`src/rtl/issue_pkg.sv`:
```
`default_nettype none
// ---------------------------------------------------------------------------
// issue_pkg
//   Shared configuration, lane record and tag-age helper for the issue
//   select controller.
//   Revision: 1.0
// ---------------------------------------------------------------------------
package issue_pkg;

  localparam int NUM_SLOTS_CFG   = 8;
  localparam int NUM_FU_CFG      = 4;
  localparam int TAG_W           = 8;
  localparam int ISSUE_WIDTH_CFG = 2;
  localparam int LAT_W           = 4;

  localparam int SLOT_IDX_W = $clog2(NUM_SLOTS_CFG);
  localparam int FU_IDX_W   = $clog2(NUM_FU_CFG);

  // One issue lane: grant flag plus the slot, FU and tag it carries.
  typedef struct packed {
    logic                  valid;
    logic [SLOT_IDX_W-1:0] slot;
    logic [FU_IDX_W-1:0]   fu;
    logic [TAG_W-1:0]      tag;
  } issue_lane_t;

  // Distance from the ROB head; modulo arithmetic makes wrapped tags
  // compare correctly.
  function automatic logic [TAG_W-1:0] tag_age(input logic [TAG_W-1:0] tag,
                                               input logic [TAG_W-1:0] head);
    return tag - head;
  endfunction

endpackage
`default_nettype wire

```
`src/rtl/age_oldest_pick.sv`:
```
`default_nettype none
// ---------------------------------------------------------------------------
// age_oldest_pick
//   Combinational search for the oldest (smallest age) entry under a mask.
//   Ties resolve to the lowest index.
//   Revision: 1.0
// ---------------------------------------------------------------------------
module age_oldest_pick #(
  parameter int N     = 8,
  parameter int AGE_W = 8,
  parameter int IDX_W = 3
) (
  input  logic [N-1:0]            mask,
  input  logic [N-1:0][AGE_W-1:0] age,
  output logic                    found,
  output logic [IDX_W-1:0]        idx
);

  logic [AGE_W-1:0] best;

  // Linear scan; strict less-than keeps the lower index on equal ages.
  always_comb begin
    found = 1'b0;
    idx   = '0;
    best  = '0;
    for (int i = 0; i < N; i++) begin
      if (mask[i] && (!found || (age[i] < best))) begin
        found = 1'b1;
        idx   = IDX_W'(i);
        best  = age[i];
      end
    end
  end

endmodule
`default_nettype wire

```
`src/rtl/issue_select_ctrl.sv`:
```
`default_nettype none
// ---------------------------------------------------------------------------
// issue_select_ctrl
//   Age-ordered multi-issue selector: picks up to ISSUE_WIDTH ready slots,
//   oldest first, pairs them with free FUs in round-robin order and tracks
//   per-FU busy time for unpipelined multi-cycle units.
//   Revision: 1.0
// ---------------------------------------------------------------------------
module issue_select_ctrl
  import issue_pkg::*;
#(
  parameter int NUM_SLOTS   = NUM_SLOTS_CFG,
  parameter int NUM_FU      = NUM_FU_CFG,
  parameter int TAG_WIDTH   = TAG_W,
  parameter int ISSUE_WIDTH = ISSUE_WIDTH_CFG,
  parameter int LAT_WIDTH   = LAT_W
) (
  input  logic                                    clk,
  input  logic                                    rst_n,
  input  logic                                    flush,
  input  logic [TAG_WIDTH-1:0]                    head_tag,
  input  logic [NUM_SLOTS-1:0]                    slot_ready,
  input  logic [NUM_SLOTS-1:0][TAG_WIDTH-1:0]     slot_tag,
  input  logic [NUM_SLOTS-1:0][LAT_WIDTH-1:0]     slot_lat,
  input  logic [NUM_FU-1:0]                       fu_avail,
  output logic [NUM_SLOTS-1:0]                    slot_clear,
  output logic [ISSUE_WIDTH-1:0]                  issue_valid,
  output logic [ISSUE_WIDTH-1:0][SLOT_IDX_W-1:0]  issue_slot,
  output logic [ISSUE_WIDTH-1:0][FU_IDX_W-1:0]    issue_fu,
  output logic [ISSUE_WIDTH-1:0][TAG_WIDTH-1:0]   issue_tag,
  output logic [NUM_FU-1:0]                       fu_busy
);

  logic [NUM_SLOTS-1:0][TAG_WIDTH-1:0] age;
  logic [NUM_SLOTS-1:0]                mask [ISSUE_WIDTH+1];
  logic [ISSUE_WIDTH-1:0]              slot_found;
  logic [SLOT_IDX_W-1:0]               pick_idx [ISSUE_WIDTH];

  logic [NUM_FU-1:0]                   free_fu;
  logic [NUM_FU-1:0]                   fu_taken;
  logic [ISSUE_WIDTH-1:0]              fu_found;
  logic [FU_IDX_W-1:0]                 fu_pick [ISSUE_WIDTH];

  issue_lane_t [ISSUE_WIDTH-1:0]       lane_nxt;
  issue_lane_t [ISSUE_WIDTH-1:0]       lane_q;
  logic [NUM_FU-1:0][LAT_WIDTH-1:0]    busy_cnt;
  logic [NUM_FU-1:0][LAT_WIDTH-1:0]    busy_nxt;
  logic [FU_IDX_W-1:0]                 rr_ptr;
  logic [FU_IDX_W-1:0]                 rr_nxt;
  logic                                any_grant;

  // Wrap-aware age of every slot relative to the ROB head.
  always_comb begin
    for (int i = 0; i < NUM_SLOTS; i++) begin
      age[i] = tag_age(slot_tag[i], head_tag);
    end
  end

  assign mask[0] = slot_ready;

  // Each lane picks the oldest slot left after earlier lanes removed theirs.
  generate
    for (genvar k = 0; k < ISSUE_WIDTH; k++) begin : g_lane
      age_oldest_pick #(
        .N     (NUM_SLOTS),
        .AGE_W (TAG_WIDTH),
        .IDX_W (SLOT_IDX_W)
      ) u_pick (
        .mask  (mask[k]),
        .age   (age),
        .found (slot_found[k]),
        .idx   (pick_idx[k])
      );
      assign mask[k+1] = mask[k] &
                         ~({{(NUM_SLOTS-1){1'b0}}, slot_found[k]} << pick_idx[k]);
    end
  endgenerate

  // An FU is free when enabled and its occupancy counter has drained.
  generate
    for (genvar f = 0; f < NUM_FU; f++) begin : g_free
      assign free_fu[f] = fu_avail[f] & (busy_cnt[f] == '0);
      assign fu_busy[f] = (busy_cnt[f] != '0);
    end
  endgenerate

  // Lane k takes the k-th free FU scanning upward from rr_ptr with wrap.
  always_comb begin
    fu_taken = '0;
    for (int k = 0; k < ISSUE_WIDTH; k++) begin
      fu_found[k] = 1'b0;
      fu_pick[k]  = '0;
      for (int j = 0; j < NUM_FU; j++) begin
        int f;
        f = int'(rr_ptr) + j;
        if (f >= NUM_FU) f = f - NUM_FU;
        if (!fu_found[k] && free_fu[f] && !fu_taken[f]) begin
          fu_found[k] = 1'b1;
          fu_pick[k]  = FU_IDX_W'(f);
        end
      end
      if (fu_found[k]) fu_taken[fu_pick[k]] = 1'b1;
    end
  end

  // Form grants, slot-clear acks, next busy counts and next rr pointer.
  always_comb begin
    lane_nxt   = '0;
    slot_clear = '0;
    any_grant  = 1'b0;
    rr_nxt     = rr_ptr;
    for (int f = 0; f < NUM_FU; f++) begin
      busy_nxt[f] = (busy_cnt[f] != '0) ? busy_cnt[f] - 1'b1 : '0;
    end
    for (int k = 0; k < ISSUE_WIDTH; k++) begin
      if (rst_n && !flush && slot_found[k] && fu_found[k]) begin
        lane_nxt[k].valid = 1'b1;
        lane_nxt[k].slot  = pick_idx[k];
        lane_nxt[k].fu    = fu_pick[k];
        lane_nxt[k].tag   = slot_tag[pick_idx[k]];
        slot_clear[pick_idx[k]] = 1'b1;
        // Latency 0 behaves as 1, which leaves the counter at zero.
        busy_nxt[fu_pick[k]] = (slot_lat[pick_idx[k]] == '0) ? '0
                             : slot_lat[pick_idx[k]] - 1'b1;
        any_grant = 1'b1;
        rr_nxt = (int'(fu_pick[k]) == NUM_FU - 1) ? '0 : fu_pick[k] + 1'b1;
      end
    end
  end

  // Output lanes, busy counters and round-robin pointer.
  always_ff @(posedge clk) begin
    if (!rst_n) begin
      lane_q   <= '0;
      busy_cnt <= '0;
      rr_ptr   <= '0;
    end else begin
      lane_q   <= lane_nxt;
      busy_cnt <= flush ? '0 : busy_nxt;
      if (any_grant) rr_ptr <= rr_nxt;
    end
  end

  generate
    for (genvar k = 0; k < ISSUE_WIDTH; k++) begin : g_out
      assign issue_valid[k] = lane_q[k].valid;
      assign issue_slot[k]  = lane_q[k].slot;
      assign issue_fu[k]    = lane_q[k].fu;
      assign issue_tag[k]   = lane_q[k].tag;
    end
  endgenerate

endmodule
`default_nettype wire

```
`config.mk`:
```
export PLATFORM = sky130hd
export DESIGN_NAME = issue_select_ctrl
export DESIGN_NICKNAME = d
export VERILOG_FILES = /design/src/rtl/issue_pkg.sv /design/src/rtl/age_oldest_pick.sv /design/src/rtl/issue_select_ctrl.sv
export SDC_FILE = /design/constraint.sdc
export NUM_CORES = 1
export LEC_CHECK = 0
export CAP_MARGIN = 25
export CORE_UTILIZATION = 52
export DETAILED_ROUTE_END_ITERATION = 8
export GPL_TIMING_DRIVEN = 1
export PLACE_DENSITY = 0.8
export SETUP_SLACK_MARGIN = 0.1
export SLEW_MARGIN = 10
export SYNTH_ARGS = -nofsm -noshare
export SYNTH_HDL_FRONTEND = slang
export SYNTH_SLANG_ARGS = --single-unit
```
`constraint.sdc`:
```
create_clock -name clk -period 57.9 [get_ports clk]
set_input_delay 14.475 -clock clk [delete_from_list [all_inputs] [get_ports clk]]
set_output_delay 14.475 -clock clk [all_outputs]
set_load 0.01 [all_outputs]
```
# Word level (Yosys, flattened, before mapping)

Index checks and enable logic that the tools add are counted.

Order comparisons: 30
Bitwise operators: 8
Equal/unequal tests: 2
Multiplexer cells: 139
Add/subtract/negate cells: 23
Reductions and logical operators: 95
Shifts and indexed selects: 1

Operators by type and width:

| kind                  | count |
|---|---|
| $mux W8               | 18 |
| $lt A32 B4 Y1 const B | 4 |
| $mux W32              | 4 |
| $lt A8 B8 Y1          | 14 |
| $sub A8 B8 Y8         | 8 |
| $mux W1               | 55 |
| $bmux W8 S3           | 2 |
| $mux W4               | 11 |
| $logic_and A1 B1 Y1   | 37 |
| $bwmux W16            | 2 |
| $mux W16              | 2 |
| $mux W2               | 16 |
| $logic_not A1 Y1      | 29 |
| $mux W14              | 2 |
| $bmux W1 S2           | 12 |
| $bmux W4 S3           | 2 |
| $logic_not A4 Y1      | 6 |
| $mux W3               | 8 |
| $sub A4 B1 Y4 const B | 6 |
| $demux W4 S2          | 2 |
| $reduce_bool A4 Y1    | 4 |
| $logic_or A1 B1 Y1    | 14 |
| $sub A3 B3 Y4 const B | 3 |
| $ge A3 B3 Y1 const B  | 3 |
| other kinds (21)      | 34 |

Bits in registers: 46
Output and inout bits: 40
Word-level logic and storage cells: 311

# Logic depth before layout (Yosys ltp)

Gate-level depths: netlist of the first run.

Depth in word-level cells: 68
Depth in mapped cells: 166
Mapped depth without buffers: 148

# By module

A second synthesis of the first run with hierarchy kept.

Cells, all modules: 1288
Area total of the unflattened synthesis: 10845.4 um^2

Modules (own cells, without submodules):

| module                              | seq. area each (um^2) | area each (um^2) | times used | cells each |
|---|---|---|---|---|
| issue_select_ctrl                   | 920.9                 | 6214.7           | 1          | 680 |
| age_oldest_pick at g_lane[1].u_pick | 0.0                   | 2322.2           | 1          | 295 |
| age_oldest_pick at g_lane[0].u_pick | 0.0                   | 2308.5           | 1          | 313 |

# Least setup slack after synthesis of the first run

Ideal clock, no wire load.

Path type: in2out
Start point: input port head_tag[1]
End point: output port slot_clear[3]
Arrival: 42.121 ns
Path buffers: 20
Path slack: 1.304 ns
Data required time: 43.425 ns
Cell stages on the path: 146
Cell sequence: inv_1 > ha_1 > a21o_1 > a21o_1 > a21oi_1 > o21bai_1 > a21o_1 > a21oi_1 > xnor2_1 > nand2_1 > ha_1 > a41o_1 > a31oi_2 > clkbuf_1 > nand2_1 > o21ai_0 > inv_1 > ha_1 > (+110 left out) > a21o_1 > a21oi_1 > nor2_1 > nor2_1 > and2_4 > buf_4 > buf_2 > buf_1 > mux2_2 > ha_1 > a2111o_1 > nor4b_1 > o2bb2ai_1 > buf_2 > or2_2 > clkbuf_1 > nand2_1 > o22ai_1

Cells in the longest elaborated chain, start to end: 68
Elaborated cells on any way between the ends: 126

Ends and longest elaborated chain:

| item                                                               | line                     | source |
|---|---|---|
| from (decl)                                                        | issue_select_ctrl.sv:21  | `input logic [TAG_WIDTH-1:0] head_tag,` |
| $sub A8 B8 Y8                                                      | issue_pkg.sv:31          | `return tag - head;` |
| $mux W8                                                            | age_oldest_pick.sv:27    | `if (mask[i] && (!found \|\| (age[i] < best))) begin` |
| $lt A8 B8 Y1                                                       | age_oldest_pick.sv:27    |  |
| $logic_or A1 B1 Y1                                                 | age_oldest_pick.sv:27    |  |
| $logic_and A1 B1 Y1                                                | age_oldest_pick.sv:27    |  |
| $mux W8 or $mux W1 (tied branches)                                 | age_oldest_pick.sv:27    |  |
| $lt A8 B8 Y1 or $logic_not A1 Y1 (tied branches)                   | age_oldest_pick.sv:27    |  |
| $logic_or A1 B1 Y1                                                 | age_oldest_pick.sv:27    |  |
| (+52 left out)                                                     | -                        |  |
| $logic_and A1 B1 Y1                                                | age_oldest_pick.sv:27    |  |
| $mux W3                                                            | age_oldest_pick.sv:27    |  |
| $lt A3 B4 Y1 (not written as such) or $ge A3 B1 Y1 (tied branches) | issue_select_ctrl.sv:121 | `slot_clear[pick_idx[k]] = 1'b1;` |
| $logic_and A1 B1 Y1 (not written as such)                          | issue_select_ctrl.sv:121 |  |
| $mux W1 (not written as such)                                      | issue_select_ctrl.sv:121 |  |
| $demux W1 S3                                                       | issue_select_ctrl.sv:121 |  |
| $or A8 B8 Y8 (no line)                                             | -                        |  |
| $mux W8 *                                                          | issue_select_ctrl.sv:116 | `if (rst_n && !flush && slot_found[k] && fu_found[k]) begin` |
| to (decl)                                                          | issue_select_ctrl.sv:26  | `output logic [NUM_SLOTS-1:0] slot_clear,` |

Every way passes the cells marked *; elsewhere a longest branch is shown, timed or not.

# Final worst setup path of the first run

Start point: input port slot_tag[1] (netlist name)
End point: output port slot_clear[1]

Cells in the longest elaborated chain, start to end: 68
Elaborated cells on any way between the ends: 119

Ends and longest elaborated chain:

| item                                                               | line                     | source |
|---|---|---|
| from (decl)                                                        | issue_select_ctrl.sv:23  | `input logic [NUM_SLOTS-1:0][TAG_WIDTH-1:0] slot_tag,` |
| $sub A8 B8 Y8 *                                                    | issue_pkg.sv:31          |  |
| $mux W8                                                            | age_oldest_pick.sv:27    |  |
| $lt A8 B8 Y1                                                       | age_oldest_pick.sv:27    |  |
| $logic_or A1 B1 Y1                                                 | age_oldest_pick.sv:27    |  |
| $logic_and A1 B1 Y1                                                | age_oldest_pick.sv:27    |  |
| $mux W8 or $mux W1 (tied branches)                                 | age_oldest_pick.sv:27    |  |
| $lt A8 B8 Y1 or $logic_not A1 Y1 (tied branches)                   | age_oldest_pick.sv:27    |  |
| $logic_or A1 B1 Y1                                                 | age_oldest_pick.sv:27    |  |
| (+52 left out)                                                     | -                        |  |
| $logic_and A1 B1 Y1                                                | age_oldest_pick.sv:27    |  |
| $mux W3                                                            | age_oldest_pick.sv:27    |  |
| $lt A3 B4 Y1 (not written as such) or $ge A3 B1 Y1 (tied branches) | issue_select_ctrl.sv:121 |  |
| $logic_and A1 B1 Y1 (not written as such)                          | issue_select_ctrl.sv:121 |  |
| $mux W1 (not written as such)                                      | issue_select_ctrl.sv:121 |  |
| $demux W1 S3                                                       | issue_select_ctrl.sv:121 |  |
| $or A8 B8 Y8 (no line)                                             | -                        |  |
| $mux W8 *                                                          | issue_select_ctrl.sv:116 |  |

Marks and branches as above.

==> results.cfg, run 1 <==
[status]
status = finished clean

[layout]
antenna_cells = 0
fin_util_pct = 65.7
area_growth_pct = 22.3
num-fill-cells = 1709
fin_nets = 1882
drive_above_1_share_pct = 9.03

[logic_synthesis]
synth_top_area_share_pct = 19.0
synth.distinct_cells = 101
yosysMostFrequentCell = ha_1
synth_edf_count = 0
synth_warnings = 0
syn_avg_cell_area_um2 = 7.40
yosys_most_used_dff = dfxtp_1
synthTopCellsByCount = ha_1 (161), a21oi_1 (152), nand2_1 (144)
synth_cells = 1432
async_flop_share_pct = 0
ys_seq_elements = 46
yosys.area.top_type = ha_1
synthTopCellsByArea = ha_1 (19%), dfxtp_1 (8.7%), a21oi_1 (7.2%)
syn-cell-area_mm2 = 0.0106
synth_fp_nets = 1720
yosysSeqAreaShare_pct = 8.69

[critical_path]
critical-path-slowest-cell = clkdlybuf4s50_1
worstSetupPathType = input pin to primary output
r2r-end = busy_cnt[2]
cp.arrival_ns = 41.74
cp_max_fo = 17
reg2reg_from = busy_cnt[0]
r2r_cells = 21
worst_path_largest_cell_delay_ns = 0.65
cp-end-kind = primary output
cp-start-kind = input pin
rrSetupSlack_ns = 52.66
cp_data_required_time_ns = 43.43

[sta]
setup_viol = 0
setup_ws_ns = 1.68
tns_ns = 0
fin_crit_ns = 56.22
relSlewSlack_pct = 32.3
worst_slew_pin_slew_ns = 1.01
hold_viol_final = 0
fmaxAchievable_mhz = 17.8
slew_violations = 0
final.setup_skew_ns = 0.0115
period_share_pct = 97.1

[die]
die_x_um = 145
rows = 51
io_pins = 159
fp.dieArea_mm2 = 0.0210
initial_core_util_pct = 53.8
die_h_um = 145
core_mm2 = 0.0197

[worst_hold_path]
hold_class = flop to flop
worstHoldStart = busy_cnt[15]
min_to = busy_cnt[15]
hold-path-cell-count = 4

[clock_network]
cts_sinks = 46
worstSkewPairLatency_ns = 0.30
cts_buffers = 5
cts_max_path_buffers = 2
cts_root_buf = clkbuf_16
postCtsHoldBufs = 0
cts_max_level = 2
clk_pin_slew_ns = 0.08
tritoncts = done

[detailed_routing]
drc_errors = 0
drt-total-wl_um = 42000
drt_iter0_markers = 1495
wl_per_cell_um = 22.6
drtAntennaViolNets = 0
vias = 12300
dr.pass1.iters = 6
vias_per_cell = 6.63

[placed_design]
place_hpwl_um = 34500
post-place-ws_ns = 0.292
io_buffers = 158
globalplace.congestion = 1.07

[global_routing]
first_global_vias = 11400
grt_start_max_net_pins = 53
antenna_found_initial = 0
grt_use_total_pct = 39.6
overflow = 0
grt_pass1_wl_um = 62600

[flow_run]
drv_cap = 0
==> registers in the layout, indices dropped and copies added, names as in the netlist <==
| signal | flops |
|---|---|
| issue_tag | 16 |
| busy_cnt | 16 |
| issue_slot | 6 |
| issue_fu | 4 |
| rr_ptr | 2 |
| issue_valid | 2 |
==> critical path, delay by kind of cell <==
kind	cells	cell delay (ns)
XOR/XNOR	1	0.23
AO/OA/AOI/OAI	66	12.93
buffers and inverters	10	2.52
AND/OR/NAND/NOR	32	5.53
multiplexers	5	1.69
adder cells (fa/ha/maj)	15	4.33
==> layer usage <==
layer	vias to the layer above	routed length, um	global-route usage, %
met3	158	4530	4.84
met4	0	2340	18.6
met1	5649	17200	54.0
met2	846	17900	61.9
met5	-	0	0
li1	5680	-	-
==> stage by stage <==
step,area [um2],cells,hold slack (ns)
finish,13000,1860,0.658
global route,13000,1860,0.719
CTS,12700,1849,0.646
detailed placement,12600,1841,0.631
global placement,12600,1841,0.637
floorplan,10600,1432,0.595
==> placed cells by master, fill, tap and decap left out, types with 36 or more instances in the layout <==
master	n
a21o_1	79
a21oi_1	148
buf_4	44
clkdlybuf4s50_1	156
dfxtp_1	46
ha_1	161
inv_1	88
mux2i_1	53
nand2_1	142
nand3_1	42
nor2_1	112
o21ai_0	55
xnor2_1	36
==> timing repair <==
action | 4_1_cts | 5_1_grt
setup buffers | 0 | 10
endpoints found under the setup margin | 0 | 8
gates resized for setup | 0 | 41
hold endpoints to repair | 0 | 0
==> cell families after synthesis <==
kind of cell	share of synthesized area, %
multiplexers	7.87
AO/OA/AOI/OAI	33.4
buffers and inverters	5.25
flip-flops	8.69
XOR/XNOR	4.71
adder cells (fa/ha/maj)	20.5
AND/OR/NAND/NOR	19.6
==> how the worst max path moves through the flow <==
stage / to / slack (ns) / startpoint / depth (start not counted)
floorplan: slot_clear[3] / 1.30 / head_tag[1] / 146
CTS: slot_clear[7] / 0.21 / head_tag[0] / 134
global placement: slot_clear[7] / 0.93 / head_tag[0] / 134
global route: slot_clear[3] / -0.09 / head_tag[1] / 133
detailed placement: slot_clear[7] / 0.29 / head_tag[0] / 134
finish: slot_clear[1] / 1.68 / slot_tag[1] / 129
==> area by class of cell <==
type / count / area, um2 / share of cell area, %
clock buffer: 5 / 125 / 0.965
timing repair buffer: 203 / 1930 / 14.9
clock inverter: 3 / 28.8 / 0.222
tap: 265 / 332 / 2.56
inverter: 91 / 345 / 2.66
multi-input combinational: 1247 / 9280 / 71.6
sequential: 46 / 921 / 7.10
Power of run 1 is left out: the tool's default activity adds up to more than one toggle a clock period on the data nets, which glitch-free logic cannot reach.
==> inputs of run 2 (changes only) <==
- CELL_PAD_IN_SITES_DETAIL_PLACEMENT: unset -> 1
- CELL_PAD_IN_SITES_GLOBAL_PLACEMENT: unset -> 1
- CORE_UTILIZATION: 52 -> 37
- PLACE_DENSITY: 0.8 -> unset
- PLACE_DENSITY_LB_ADDON: unset -> 0.1
==> run 2 against run 1 <==
  * Die area grew 40%
  * Core utilization shrank 18 points
  * First-iteration DRC count shrank 28%
  * Critical path depth is the same
  * Final cell count grew 6.6%
  * Clock-buffer cell count is the same
==> results.cfg, run 2 (synthesis gave the netlist of run 1 again) <==
[sta]
fmaxAchievable_mhz = 17.6
setup_viol = 0
period_share_pct = 97.9
hold_viol_final = 0
hold_ws_ns = 0.666
worst_slew_pin_slew_ns = 1.16
relSlewSlack_pct = 21.8
fin_crit_ns = 56.69
slew_violations = 0
final.setup_skew_ns = 0.00343

[die]
rows = 61
initial_core_util_pct = 37.8
core_mm2 = 0.0280
io_pins = 159
die_h_um = 171
die_x_um = 171
fp.dieArea_mm2 = 0.0293

[worst_hold_path]
hold-path-cell-count = 4
min_to = busy_cnt[7]
hold_class = flop to flop
worstHoldStart = busy_cnt[7]

[layout]
final_common_cell = ha_1
fin_nets = 1891
num-fill-cells = 3481
drive_above_1_share_pct = 11.0
fin_cells = 1982
area_growth_pct = 26.1
mostFrequentLayoutCells = ha_1 (159), clkdlybuf4s50_1 (154), a21oi_1 (146)
antenna_cells = 0

[detailed_routing]
drc_errors = 0
vias_per_cell = 6.24
drt-total-wl_um = 50300
drt_iter0_markers = 1071
wl_per_cell_um = 25.4
dr.pass1.iters = 5
drtAntennaViolNets = 0
vias = 12400

[critical_path]
cp-start-kind = input pin
path_buf_inv = 10
cp_data_required_time_ns = 43.43
critical-path-slowest-cell = clkdlybuf4s50_1
cp_max_fo = 16
r2r-end = busy_cnt[11]
cp.arrival_ns = 42.21
worst_path_largest_cell_delay_ns = 0.66
worstSetupPathType = input pin to primary output
reg2reg_from = busy_cnt[0]
cpLargestDelayFamily = compound AO/OA/AOI/OAI gates
startpoint = slot_tag[9]
cp-end-kind = primary output
r2r_cells = 21
rrSetupSlack_ns = 52.39

[clock_network]
tritoncts = done
worstSkewPairLatency_ns = 0.29
cts_sinks = 46
cts_max_level = 2
cts_root_buf = clkbuf_16
cts_max_path_buffers = 2
cts_buffers = 5
clk_pin_slew_ns = 0.07

[placed_design]
dp_cells = 1951
io_buffers = 158
place_hpwl_um = 41300
globalplace.congestion = 1.02

[global_routing]
overflow = 0
antenna_found_initial = 2
first_global_vias = 12000
grt_pass1_wl_um = 72900
grt_start_max_net_pins = 53
grt_use_total_pct = 33.0

[status]
status = finished clean

[flow_run]
drv_cap = 0
run 2: cell types whose count changed in the layout (fill, tap and decap cells not counted), sizes merged:
| cell | change |
|---|---|
| buf | +7 |
| clkdlybuf4s50 | -2 |
| dlymetal6s2s | +2 |
| o2bb2ai | +2 |
| bufinv | +1 |
| inv | -1 |
run 2: per-layer routing:
layer / up-vias / track usage [%] / share of wire, %
li1: 5711 / - / -
met1: 6082 / 46.4 / 46
met2: 485 / 53.0 / 45
met3: 88 / 4.03 / 7.1
met4: 2 / 7.92 / 2.3
met5: - / 0 / 0.026
run 2: worst max path at each step:
stage,cells after the start,endpoint
after floorplan,146,slot_clear[3]
after global placement,131,slot_clear[1]
after detailed placement,133,slot_clear[4]
after CTS,137,slot_clear[1]
after global routing,135,slot_clear[0]
final,129,slot_clear[0]
run 2: worst reg2reg max path, stage by stage, from the launching register on:
cell	delay, ns
dfxtp_1	0.37
nor4_1	0.77
nand2_1	0.29
nor2_1	0.16
a31oi_1	0.06
nor2_1	0.12
a211o_1	0.23
ha_1	0.30
mux2i_1	0.13
nor2_1	0.18
o21ai_0	0.20
a2111o_1	0.48
a211oi_1	0.38
o31a_1	0.24
nor3_1	0.06
a211oi_1	0.48
inv_1	0.17
ha_1	0.24
nand2_1	0.24
o211ai_1	0.13
o21ai_0	0.10
nor2_1	0.06
run 2: through the flow:
step	utilization, %	setup slack [ns]	instance area, um2	TNS, ns
after floorplan	-	1.30	10600	0
after global placement	45.4	0.439	12700	0
after detailed placement	45.4	-0.705	12700	-4.76
after CTS	46.3	0.103	13000	0
after global routing	47.7	-0.176	13400	-0.361
final	47.7	1.21	13400	0
run 2: timing repair:
item | 4_1_cts | 5_1_grt
cloned | 1 | 2
buffers inserted | 2 | 18
resized for setup | 12 | 66
endpoints found under the hold margin | 0 | 0
pin swaps | 1 | 16
setup endpoints to repair | 8 | 8
hold buffers | 0 | 0
run 2: cell type report:
| type | instances | area [um2] | area share [%] |
|---|---|---|---|
| flip-flops and latches | 46 | 921 | 6.89 |
| well taps | 378 | 473 | 3.54 |
| multi-input cells | 1249 | 9470 | 70.8 |
| clock inverters | 3 | 43.8 | 0.328 |
| repair buffers | 210 | 2000 | 14.9 |
| clock buffers | 5 | 125 | 0.936 |
| inverters | 91 | 345 | 2.58 |
Power of run 2 is left out for the same reason.
==> inputs of run 3 (changes only) <==
- clock period: 57.9 -> 47.1 ns (I/O delays scaled with it)
==> run 3 against run 2 <==
  * The run now ends with negative setup slack left
  * Worst setup slack got worse by 4.1 ns
  * Worst hold slack improved by 0.029 ns
  * Via count rose by 25%
  * Die area is the same
  * Cell area up 34%
  * Sequential share of layout area down 1.8 points
  * Critical path depth is 2 higher
  * Critical path type unchanged
  * Critical endpoint unchanged
  * Largest cell class unchanged
==> results.cfg, run 3 (synthesis gave the netlist of run 1 again) <==
[clock_network]
cts_max_path_buffers = 2
tritoncts = done
cts_sinks = 46
cts_max_level = 2
cts_buffers = 5
postCtsHoldBufs = 0
worstSkewPairLatency_ns = 0.30
cts_root_buf = clkbuf_16
clk_pin_slew_ns = 0.07

[global_routing]
grt_pass1_wl_um = 88700
grt_start_max_net_pins = 53
first_global_vias = 14900
antenna_found_initial = 1
overflow = 0
grt_use_total_pct = 40.0

[critical_path]
path_common_cell = a21oi_2
cp_data_required_time_ns = 35.33
r2r-end = busy_cnt[2]
cp-end-kind = primary output
cp.arrival_ns = 38.22
worstSetupPathType = input pin to primary output
critical-path-slowest-cell = xnor2_2
r2r_cells = 20
rrSetupSlack_ns = 41.20
worst_path_largest_cell_delay_ns = 0.60
cp-start-kind = input pin
cp_max_fo = 8
startpoint = head_tag[4]
reg2reg_from = busy_cnt[8]

[detailed_routing]
drt-total-wl_um = 73000
vias = 15500
vias_per_cell = 6.52
drc_errors = 0
drt_iter0_markers = 1453
dr.pass1.iters = 5
drtAntennaViolNets = 0
wl_per_cell_um = 30.7

[sta]
slew_violations = 0
relSlewSlack_pct = 32.1
fin_crit_ns = 49.99
hold_viol_final = 0
rsz0062_at_grt = true
period_share_pct = 106
fmaxAchievable_mhz = 20.0
worst_slew_pin_slew_ns = 1.01
setup_ws_ns = -2.89
final.setup_skew_ns = 0.0163
setup_viol = 8

[worst_hold_path]
hold_class = flop to flop
worstHoldStart = busy_cnt[11]
hold-path-cell-count = 4
min_to = busy_cnt[11]

[flow_run]
drv_cap = 0

[die]
core_mm2 = 0.0280
fp.dieArea_mm2 = 0.0293
rows = 61
die_x_um = 171
die_h_um = 171
initial_core_util_pct = 37.8
io_pins = 159

[placed_design]
place_hpwl_um = 46500
placed_area_mm2 = 0.0153
io_buffers = 158
globalplace.congestion = 0.993
post-place-ws_ns = -2.45

[layout]
final_area_mm2 = 0.0179
fin_nets = 2288
area_growth_pct = 69.2
drive_above_1_share_pct = 39.1
mostFrequentLayoutCells = buf_4 (418), clkdlybuf4s50_1 (140), nand2_1 (123)
final_common_cell = buf_4

[status]
status = finished, violations left
violations = negative setup slack
-- run 3: changes by cell type in the layout (fill, tap and decap cells not counted), moves of 14 or more --
cell             delta
buf_4             +369
a21oi_1            -47
ha_1               -43
a21oi_2            +37
ha_4               +36
buf_6              +32
nor2_1             -19
o21ai_0            -19
nand2_1            -17
clkdlybuf4s50_1    -14
-- run 3: final cells by class --
type | instances | area (um2)
Antenna cell | 2 | 5.00
Fill cell | 3314 | 10100
Inverter | 91 | 353
Clock inverter | 1 | 30.0
Timing Repair Buffer | 608 | 5080
Multi-Input combinational cell | 1248 | 10900
Clock buffer | 6 | 139
Tap cell | 378 | 473
Sequential cell | 46 | 921
-- run 3: timing repair --
action                     4_1_cts  5_1_grt
buffers inserted                82       70
cloned                           2        0
setup endpoints to repair        8        8
gates resized for setup        142      195
pin swaps                       81      135
-- run 3: stage by stage --
step	instances	setup TNS [ns]	util, %	hold slack, ns
global route	2378	-27.64	64.0	0.741
global placement	2221	-11.14	54.8	0.626
floorplan	1432	-5.07	-	0.595
CTS	2312	-6.03	59.1	0.657
finish	2380	-22.67	64.1	0.694
detailed placement	2221	-18.97	54.8	0.634
-- run 3: how the worst max path moves through the flow --
stage / cells after the start / slack [ns] / to
finish: 131 / -2.89 / slot_clear[0]
global route: 133 / -3.50 / slot_clear[1]
CTS: 136 / -0.80 / slot_clear[1]
detailed placement: 133 / -2.45 / slot_clear[0]
global placement: 129 / -1.45 / slot_clear[0]
floorplan: 143 / -0.66 / slot_clear[3]
-- run 3: worst max-delay path: cells and delay by family --
family | cells | cell delay [ns]
buffers and inverters | 20 | 2.95
xor gates and xnor gates | 1 | 0.60
and+or+nand+nor | 28 | 4.80
adders and majority gates | 15 | 4.07
AOI/OAI and AO/OA | 61 | 12.22
muxes | 6 | 1.79
-- run 3: layer usage --
metal  vias up  global-route usage, %  wire (um)
li1       6483                      -          -
met3       387                   4.44       7390
met4         2                   18.8       6110
met5         -                      0         80
met1      7587                   51.3      27500
met2      1060                   66.9      31900
Power of run 3 is left out for the same reason.
==> RTL edit, RTL diff (settings of run 2) <==
Set the package constant `LAT_W` to 6 (it was 4).
--- a/src/rtl/issue_pkg.sv
+++ b/src/rtl/issue_pkg.sv
@@ -13,3 +13,3 @@
   localparam int ISSUE_WIDTH_CFG = 2;
-  localparam int LAT_W           = 4;
+  localparam int LAT_W           = 6;
 
Ports: changed (resized slot_lat); port bits go from 159 to 175. No check against the original RTL was run, so the function may have changed too.
==> RTL edit against run 2 <==
  * Cell count is 13% higher
  * Sequential cell count is 8 higher
  * Worst hold slack better by 0.091 ns
  * Core utilization is 1.7 points higher
  * Wire length is 19% higher
  * Worst setup slack better by 0.15 ns
  * Synthesized area is 12% higher
  * Cell area is 16% higher
  * Count of clock-buffer cells in the layout is 1 higher
  * Critical path type unchanged
Power is not shown: default switching activity piles up to over one toggle a cycle in this logic, so the estimate is an artifact.
==> RTL edit: results (changes against run 2) <==
| Metric | Value |
|---|---|
| Post-synth net total | 1906 (+11%) |
| FF-to-FF path depth | 21 (unchanged) |
| M3 GR Usage | 0.0429 (+0.00267) |
| Crit path launch | head_tag[1] |
| Run status | finished clean |
| WHS | 0.757 ns (+0.0914 ns) |
| P&R area growth vs syn | 31.7% |
| CTS clock-pin slew for the worst setup and hold paths | 0.07 ns (about the same) |
| Synth top cells by count | ha_1, a21oi_1, nor2_1 |
| RR Endpoint | busy_cnt[17] |
| Synth Flop Type | dfxtp_1 |
| GPL Wtd Cong | 0.961 (-5.4%) |
| Hpwl dp | 49.3 mm (+19%) |
| Largest net degree at the start of global routing | 30 (-43%) |
| Routed vias/inst | 6.35 (+1.7%) |
| Metal-1 WL | 27.9 mm (+22%) |
| Global-route wire length before repair | 87.3 mm (+20%) |
| Family with the most delay on the worst path | compound AO/OA/AOI/OAI gates |
| Fillers | 3819 (+9.7%) |
| Antenna diodes | 0 (unchanged) |
| Critical-path top delay cell | clkdlybuf4s50_1 |
| Area contributors post-synth | ha_1, dfxtp_1, mux2i_1 |
| Skew final | 0.0115 ns (+0.00810 ns) |
| CP max FO | 15 (-1) |
| Vias in the first global route | 14000 (+16%) |
| Highest routed layer | met5 |
| Initial DRC count | 1348 (+26%) |
| Seq/Total Area, Yosys | 0.0914 (+0.00457) |
| Clk_lat worst skew | 0.31 ns (+0.02 ns) |
| Root Driver | clkbuf_16 |
| Routed met3 length | 4.37 mm (+22%) |
| Least-Margin Pin Slew | 1.16 ns (-0.000371 ns) |
| Port Buffers | 174 (+10%) |
| Layout cells sized above 1 | 0.156 (+0.0463) |
| Worst hold path endpoint | busy_cnt[6] |
| Hold depth | 3 (-1) |
| Post-synth top area cell | ha_1 |
| Flop2flop setup slack | 51.97 ns (-0.42 ns) |
| Met2 Use GR | 0.554 (+0.0233) |
| Asr flop ratio synth | 0 (unchanged) |
| Initial antenna violation count | 3 (+1) |
| Hold path start | busy_cnt[6] |
| DR WL met2 | 26.2 mm (+16%) |
| Total wire length | 60.1 mm (+19%) |
| Number of nets in the layout | 2151 (+14%) |
| Met1 GRT Util | 0.504 (+0.0400) |
| Max stage delay on crit path | 0.52 ns (-0.14 ns) |
| H-tree depth | 2 (unchanged) |
| DR pass1 iterations | 5 (unchanged) |
| Total GRT Usage | 0.351 (+0.0211) |
| Distinct cell type count after synthesis | 97 (-4.0%) |
| Worst hold path class | reg2reg |
| Num CTS Buffers | 5 (unchanged) |
| DP Area | 14400 um2 (+14%) |
| CP arrival | 42.06 ns (-0.15 ns) |
| R2r startpoint | busy_cnt[6] |
-- RTL edit: changes by cell type after synthesis, moves of 9 or more --
cell,before,now
nand2_1,144,107
nor2_1,112,148
a211oi_1,11,39
mux2i_1,53,78
and2_1,11,31
a21o_1,79,60
clkbuf_1,27,42
o21ai_0,65,79
nor3_1,26,38
a22oi_1,11,1
a2111oi_0,1,10
-- RTL edit: worst max path at each step --
| stage | cells after the start | end |
|---|---|---|
| after floorplan | 164 | slot_clear[5] |
| after global placement | 149 | slot_clear[2] |
| after detailed placement | 148 | slot_clear[2] |
| after CTS | 155 | slot_clear[5] |
| after global routing | 155 | slot_clear[5] |
| final | 145 | slot_clear[5] |
-- RTL edit: logic make-up after synthesis --
family          synth area share
compound gates             0.320
simple gates               0.205
fa+ha+maj                  0.192
buf+inv                   0.0505
mux                       0.0908
xor+xnor                  0.0504
flops                     0.0914
-- RTL edit: what timing repair did --
| action | in CTS | in global routing |
|---|---|---|
| buffers inserted | 7 | 36 |
| hold buffers | 0 | 0 |
| endpoints found under the hold margin | 0 | 0 |
| pin swaps | 5 | 32 |
| resized for setup | 34 | 119 |
| gates cloned | 0 | 3 |
| endpoints found under the setup margin | 8 | 8 |
-- RTL edit: layout make-up --
| cell class | instances | share of cell area |
|---|---|---|
| multi-input cells | 1390 | 0.690 |
| repair buffers | 299 | 0.176 |
| flip-flops and latches | 54 | 0.0694 |
| well taps | 402 | 0.0323 |
| inverters | 89 | 0.0217 |
| clock buffers | 6 | 0.00828 |
| clock inverters | 2 | 0.00241 |
-- RTL edit: metrics by stage --
| step | std cells | worst slack (ns) |
|---|---|---|
| after detailed placement | 2188 | -1.38 |
| after CTS | 2203 | 0.131 |
| after global routing | 2242 | -0.237 |
| after floorplan | 1594 | 0.164 |
| after global placement | 2188 | -0.306 |
| final | 2242 | 1.36 |
